==> src/rtl/hbridge_pwm_ctrl_pkg.sv <==
// Shared types and constants for the H-bridge PWM controller.
// Holds the channel state encoding, the gate drive patterns and the dead-counter sizing helper.
package hbridge_pwm_ctrl_pkg;

  typedef enum logic [1:0] {
    ST_IDLE  = 2'd0,
    ST_RUN   = 2'd1,
    ST_DECEL = 2'd2,
    ST_DEAD  = 2'd3
  } ch_state_e;

  localparam logic [3:0] FWD = 4'b1001;
  localparam logic [3:0] REV = 4'b0110;
  localparam logic [3:0] OFF = 4'b0000;

  // The dead counter runs 0 .. DEAD_CYCLES-1, so it needs clog2(DEAD_CYCLES) bits (at least 1).
  function automatic int dead_cnt_w(input int dead_cycles);
    return (dead_cycles < 2) ? 1 : $clog2(dead_cycles);
  endfunction

endpackage

==> src/rtl/hbridge_pwm_channel.sv <==
// One H-bridge channel: state machine, per-period duty ramp, dead-time counter and registered gate output.
// The compare uses next-state duty so the value seen at counter 0 already belongs to the new period.
module hbridge_pwm_channel
  import hbridge_pwm_ctrl_pkg::*;
#(
  parameter int CNT_W       = 17,
  parameter int DUTY_W      = 8,
  parameter int RAMP_STEP   = 4,
  parameter int DEAD_CYCLES = 1024
) (
  input  logic              clk_i,
  input  logic              rst_i,
  input  logic              tick_i,
  input  logic [CNT_W-1:0]  cnt_i,
  input  logic              en_i,
  input  logic              dir_cmd_i,
  input  logic [DUTY_W-1:0] duty_cmd_i,
  output logic [3:0]        in_o,
  output logic [DUTY_W-1:0] duty_cur_o,
  output logic              busy_o,
  output ch_state_e         state_o
);

  localparam int              DCW       = dead_cnt_w(DEAD_CYCLES);
  localparam logic [DCW-1:0]  DEAD_LAST = DCW'(DEAD_CYCLES - 1);
  localparam int              SHIFT     = CNT_W - DUTY_W;

  ch_state_e         state_q, state_d;
  logic [DUTY_W-1:0] duty_q, duty_d;
  logic              dir_q, dir_d;
  logic [DCW-1:0]    dead_q, dead_d;
  logic [3:0]        in_q, in_d;
  logic              stop;
  logic              drive;
  logic [CNT_W-1:0]  cmp;

  // Move cur toward tgt by at most RAMP_STEP, never past it.
  function automatic logic [DUTY_W-1:0] ramp(input logic [DUTY_W-1:0] cur,
                                             input logic [DUTY_W-1:0] tgt);
    int c;
    int t;
    int r;
    c = int'(cur);
    t = int'(tgt);
    if (t > c) r = ((t - c) > RAMP_STEP) ? c + RAMP_STEP : t;
    else       r = ((c - t) > RAMP_STEP) ? c - RAMP_STEP : t;
    return DUTY_W'(r);
  endfunction

  always_comb begin
    state_d = state_q;
    duty_d  = duty_q;
    dir_d   = dir_q;
    dead_d  = dead_q;
    stop    = !en_i || (dir_cmd_i != dir_q);
    case (state_q)
      ST_IDLE: begin
        if (en_i && (duty_cmd_i != '0)) begin
          state_d = ST_RUN;
          dir_d   = dir_cmd_i;
          if (tick_i) duty_d = ramp(duty_q, duty_cmd_i);
        end
      end
      ST_RUN: begin
        // Commands are only sampled at the period boundary, so a toggle cannot cut a pulse short.
        if (tick_i) begin
          if (stop) begin
            state_d = ST_DECEL;
            duty_d  = ramp(duty_q, '0);
          end else begin
            duty_d  = ramp(duty_q, duty_cmd_i);
          end
        end
      end
      ST_DECEL: begin
        if (duty_q == '0) begin
          state_d = ST_DEAD;
          dead_d  = '0;
        end else if (tick_i) begin
          duty_d  = ramp(duty_q, '0);
        end
      end
      ST_DEAD: begin
        if (dead_q == DEAD_LAST) begin
          state_d = ST_IDLE;
          dead_d  = '0;
        end else begin
          dead_d  = dead_q + DCW'(1);
        end
      end
      default: state_d = ST_IDLE;
    endcase
    cmp   = CNT_W'(duty_d) << SHIFT;
    drive = ((state_d == ST_RUN) || (state_d == ST_DECEL)) && (cnt_i < cmp);
    in_d  = drive ? (dir_d ? FWD : REV) : OFF;
  end

  always_ff @(posedge clk_i or posedge rst_i) begin
    if (rst_i) begin
      state_q <= ST_IDLE;
      duty_q  <= '0;
      dir_q   <= 1'b1;
      dead_q  <= '0;
      in_q    <= OFF;
    end else begin
      state_q <= state_d;
      duty_q  <= duty_d;
      dir_q   <= dir_d;
      dead_q  <= dead_d;
      in_q    <= in_d;
    end
  end

  assign in_o       = in_q;
  assign duty_cur_o = duty_q;
  assign busy_o     = (state_q == ST_DECEL) || (state_q == ST_DEAD);
  assign state_o    = state_q;

endmodule

==> src/rtl/hbridge_pwm_ctrl.sv <==
// Multi-channel H-bridge PWM controller: one shared period counter feeding NUM_CH channels.
// state_dbg carries each channel's state, channel k in bits [2k +: 2].
module hbridge_pwm_ctrl
  import hbridge_pwm_ctrl_pkg::*;
#(
  parameter int NUM_CH      = 2,
  parameter int CNT_W       = 17,
  parameter int DUTY_W      = 8,
  parameter int RAMP_STEP   = 4,
  parameter int DEAD_CYCLES = 1024
) (
  input  logic                     clk,
  input  logic                     reset,
  input  logic [NUM_CH-1:0]        en,
  input  logic [NUM_CH-1:0]        dir_cmd,
  input  logic [NUM_CH*DUTY_W-1:0] duty_cmd,
  output logic [4*NUM_CH-1:0]      IN,
  output logic [NUM_CH*DUTY_W-1:0] duty_cur,
  output logic [NUM_CH-1:0]        busy,
  output logic                     period_tick,
  output logic [2*NUM_CH-1:0]      state_dbg
);

  logic [CNT_W-1:0] cnt_q, cnt_d;
  logic             tick;
  ch_state_e        ch_state [NUM_CH];

  assign cnt_d = cnt_q + CNT_W'(1);

  always_ff @(posedge clk or posedge reset) begin
    if (reset) cnt_q <= '0;
    else       cnt_q <= cnt_d;
  end

  // The counter sits at 0 during reset, so the tick is masked until reset releases.
  assign tick        = (cnt_q == '0);
  assign period_tick = tick & ~reset;

  for (genvar k = 0; k < NUM_CH; k++) begin : g_ch
    hbridge_pwm_channel #(
      .CNT_W       (CNT_W),
      .DUTY_W      (DUTY_W),
      .RAMP_STEP   (RAMP_STEP),
      .DEAD_CYCLES (DEAD_CYCLES)
    ) u_ch (
      .clk_i      (clk),
      .rst_i      (reset),
      .tick_i     (tick),
      .cnt_i      (cnt_q),
      .en_i       (en[k]),
      .dir_cmd_i  (dir_cmd[k]),
      .duty_cmd_i (duty_cmd[k*DUTY_W +: DUTY_W]),
      .in_o       (IN[4*k +: 4]),
      .duty_cur_o (duty_cur[k*DUTY_W +: DUTY_W]),
      .busy_o     (busy[k]),
      .state_o    (ch_state[k])
    );
    assign state_dbg[2*k +: 2] = ch_state[k];
  end

endmodule

==> config.mk <==
export PLATFORM = sky130hd
export DESIGN_NAME = hbridge_pwm_ctrl
export DESIGN_NICKNAME = d
export VERILOG_FILES = /design/src/rtl/hbridge_pwm_ctrl_pkg.sv /design/src/rtl/hbridge_pwm_channel.sv /design/src/rtl/hbridge_pwm_ctrl.sv
export SDC_FILE = /design/constraint.sdc
export NUM_CORES = 1
export LEC_CHECK = 0
export CAP_MARGIN = 10
export CORE_ASPECT_RATIO = 0.75
export CORE_MARGIN = 10
export CORE_UTILIZATION = 50
export DETAILED_ROUTE_END_ITERATION = 8
export PLACE_DENSITY = 0.7
export SLEW_MARGIN = 5
export SYNTH_ARGS = -nofsm -noshare
export SYNTH_HDL_FRONTEND = slang
export SYNTH_SLANG_ARGS = --single-unit
==> constraint.sdc <==
create_clock -name clk -period 5.75 [get_ports clk]
set_input_delay 0.8625 -clock clk [delete_from_list [all_inputs] [get_ports clk]]
set_output_delay 0.8625 -clock clk [all_outputs]
set_load 0.1 [all_outputs]
==> results.cfg <==
[drt]
wire_per_inst_um = 18.66
drt_iter0_drc = 708
vias = 6067
firstDrtPassIters = 5
detail-route-antenna-nets = 0
vias_per_cell = 6.159
drc = 0
drt-total-wl_um = 18380

[final_layout]
postLayoutCellArea_mm2 = 0.007132
drive_gt1_share_pct = 6.838
nets = 898
finalNonFillerCells = 985
syn_to_final_growth_pct = 14.50
antenna_cells = 0

[floorplanning]
dieArea_mm2 = 0.01737
rows = 35
initial_utilization_pct = 50.98
io_pins = 53
core_area_mm2 = 0.01222
die-width_um = 148.9
die_height_um = 116.7

[placed_design]
dp_hpwl_um = 14080
io_buffer_count = 52
dp_slack_ns = 0.3100
globalplace.congestion = 0.9585
placed_cells = 968
post_dp_cell_area_mm2 = 0.006845

[clock_network]
htree_levels = 3
cts_buffer_depth = 2
clk_latency_ns = 0.34
cts.sinks = 63
cts_root_buf = clkbuf_16
post-cts-setup-buffers = 0
cts_tree = built
cts_buffers = 9
clk_pin_slew_ns = 0.05
cts_resized = 0
ctsHoldBuffers = 0

[yosys]
post_synth_num_cell_types = 82
ys.flop_type = dfrtp_1
synth_area_mm2 = 0.006228
syn_inst = 778
synth_seq_cells = 63
synth_edf_count = 0
synthTopCellsByCount = nand2_1 (74), o21ai_0 (63), dfrtp_1 (61)
ys_top_cells_by_area = dfrtp_1 (25%), ha_1 (12%), o21ai_0 (5.1%), nand2_1 (4.5%), nor2_1 (3.6%)
synth_most_common_cell = nand2_1
ys_seq_area_share_pct = 25.35
syn_nets = 862
async_reset_ff_share_pct = 100.0
yosys_warnings = 0
yosysTopAreaCell = dfrtp_1
avgSynthCellArea_um2 = 8.006
synth_top_cell_area_share_pct = 24.51

[timing]
timing_max_transition_violations_final = 0
clock_skew_ns = 0.009362
min_period_ns = 5.173
hold_slack_ns = 0.5040
setup_slack_ns = 0.5773
setup-violations-final = 0
fin_crit_sh_pct = 89.96
hold_viol_final = 0
rsz0062_at_grt = false
tightest_slew_ns = 0.9901
relSlewSlack_pct = 33.79
fmax_mhz = 193.3
tns_ns = 0

[power]
irDropWorstVdd_mv = 0.1398
combinationalPowerShare_pct = 14.2
seq_power_share_pct = 40.0
clkPwrFrac_pct = 45.8
p_per_area_mw_per_mm2 = 156.0
intPower_uw = 801.4
netSwitchingPower_uw = 311.5
power.leakage_nw = 3.159
swShare_pct = 27.99

[critical_path]
endpoint_kind = flip-flop
r2r_start = g_ch[0].u_ch.duty_cur_o[4]$_DFF_PP0_
rrSetupSlack_ns = 1.15
crit_buf_inv = 3
max_stage_delay_ns = 0.60
r2r_cells = 16
required_ns = 5.95
startpoint_type = input port
worst_path_max_delay_cell = ha_1
critical_path_class = input port to flip-flop
critical-path-top-delay-family = compound AO/OA/AOI/OAI gates
crit_cells = 18
worstPathArrival_ns = 5.37
worstPathMaxFanout = 18
worst_r2r_endpoint = g_ch[0].u_ch.in_o[2]$_DFF_PP0_
crit_path_cell_trace = clkdlybuf4s50_1 -> inv_1 -> ha_1 -> or4b_1 -> o2111ai_1 -> a211oi_1 -> a41oi_1 -> o211ai_2 -> and2_1 -> buf_4 -> a22o_1 -> o221ai_1 -> o22ai_1 -> ha_1 -> nand4_1 -> or2_2 -> a211oi_1 -> nor3b_1

[global_route]
grt_overflow = 0
grt_use_total_pct = 20.67
grt_pass1_vias = 5557
grt_max_degree = 64
antenna_found_initial = 0
grt_pass1_wl_um = 29270

[min_path]
holdPathStages = 1
worstHoldPathType = flip-flop to flip-flop
whs_endpoint = cnt_q[7]$_DFF_PP0_
hold_start = cnt_q[7]$_DFF_PP0_

[job]
maxCapViolCount = 0

[run_status]
status = complete, no violations
## worst max-delay path by stage
stage / from / endpoint / slack [ns]
5_1_grt: duty_cmd[5] / g_ch[0].u_ch.in_o[2]$_DFF_PP0_ / 0.17
4_1_cts: duty_cmd[5] / g_ch[0].u_ch.in_o[2]$_DFF_PP0_ / 0.63
6_report: duty_cmd[5] / g_ch[0].u_ch.in_o[2]$_DFF_PP0_ / 0.58
2_1_floorplan: g_ch[0].u_ch.duty_cur_o[3]$_DFF_PP0_ / g_ch[0].u_ch.in_o[2]$_DFF_PP0_ / 0.96
3_5_place_dp: duty_cmd[5] / g_ch[0].u_ch.in_o[2]$_DFF_PP0_ / 0.31
3_3_place_gp: duty_cmd[5] / g_ch[0].u_ch.in_o[2]$_DFF_PP0_ / 0.39
## per-layer routing
| metal | global-route usage, % | wire length, µm | part of all wire, % |
|---|---|---|---|
| met1 | 31.16 | 8975 | 49 |
| met3 | 4.607 | 1546 | 8.4 |
| met4 | 2.870 | 139 | 0.76 |
| met2 | 29.74 | 7722 | 42 |
| met5 | 0 | 0 | 0 |
## layout by cell type, fill, tap and decap left out, drive strengths merged, types with 5 or more instances in the layout
master,count
clkbuf,10
o21ai,70
nand2b,14
nor2b,11
xnor2,24
o211ai,10
a21oi,33
nand3b,5
buf,9
xor2,11
a31oi,5
or2,6
nor2,59
ha,60
or3,5
inv,55
o221ai,7
o31ai,6
nand2,74
a211o,5
nor4,14
o22ai,9
nand3,29
a211oi,9
nor3b,7
dfrtp,61
nor3,10
a21o,14
nand4,15
clkdlybuf4s50,52
o21a,9
and2,11
and3,21
## layout make-up
class / instances / area, µm²
inverters: 53 / 198.9
clock buffers: 9 / 225.2
flip-flops and latches: 63 / 1579
well taps: 166 / 207.7
multi-input cells: 625 / 4272
clock inverters: 7 / 56.30
fillers: 1097 / 5086
repair buffers: 62 / 593.1
## worst register-to-register path, stage by stage (launching register included)
cell and delay [ns]:
dfrtp_1 0.54, ha_1 0.65, o21ai_0 0.15, and3b_1 0.21
nor4_1 0.39, o211ai_1 0.19, o21ai_1 0.22, and2_1 0.17
o211ai_1 0.14, a32oi_1 0.27, ha_1 0.29, a21o_1 0.18
a21o_1 0.17, a21oi_1 0.16, nor2_1 0.06, a2111oi_0 0.47
nor3b_1 0.25
## metrics by stage
stage | utilization [%] | total power [mW]
final | 58.37 | 1.113
after global routing | 58.37 | 1.160
after CTS | 58.33 | 1.119
after detailed placement | 56.03 | 0.6064
after global placement | 56.03 | 0.6045
after floorplan | - | 0.5532
## sequential cells by signal, indices dropped and copies added (netlist names)
name / flops
g_ch.u_ch.dead_q: 20
g_ch.u_ch.duty_cur_o: 16
g_ch.u_ch.dir_q: 2
g_ch.u_ch.state_o: 4
g_ch.u_ch.in_o: 4
cnt_q: 17
## power groups by stage
| stage | Sequential [mW] | Clock, mW | Combinational [mW] |
|---|---|---|---|
| finish | 0.445 | 0.510 | 0.158 |
| global route | 0.445 | 0.543 | 0.172 |
| CTS | 0.445 | 0.520 | 0.155 |
| detailed placement | 0.453 | 0 | 0.154 |
| global placement | 0.453 | 0 | 0.152 |
| floorplan | 0.455 | 0 | 0.0978 |
## cells by family (layout without fill, tap and decap cells)
kind of cell,Yosys count,in the layout,synth area share [%]
muxes,7,7,1.185
DFF,63,63,25.35
and+or+nand+nor,293,293,24.59
AOI/OAI and AO/OA,228,228,25.19
xor gates and xnor gates,35,35,4.922
buffers and inverters,90,131,6.066
adders and majority gates,62,62,12.70
Note: power is estimated with default switching activity, not from simulation.
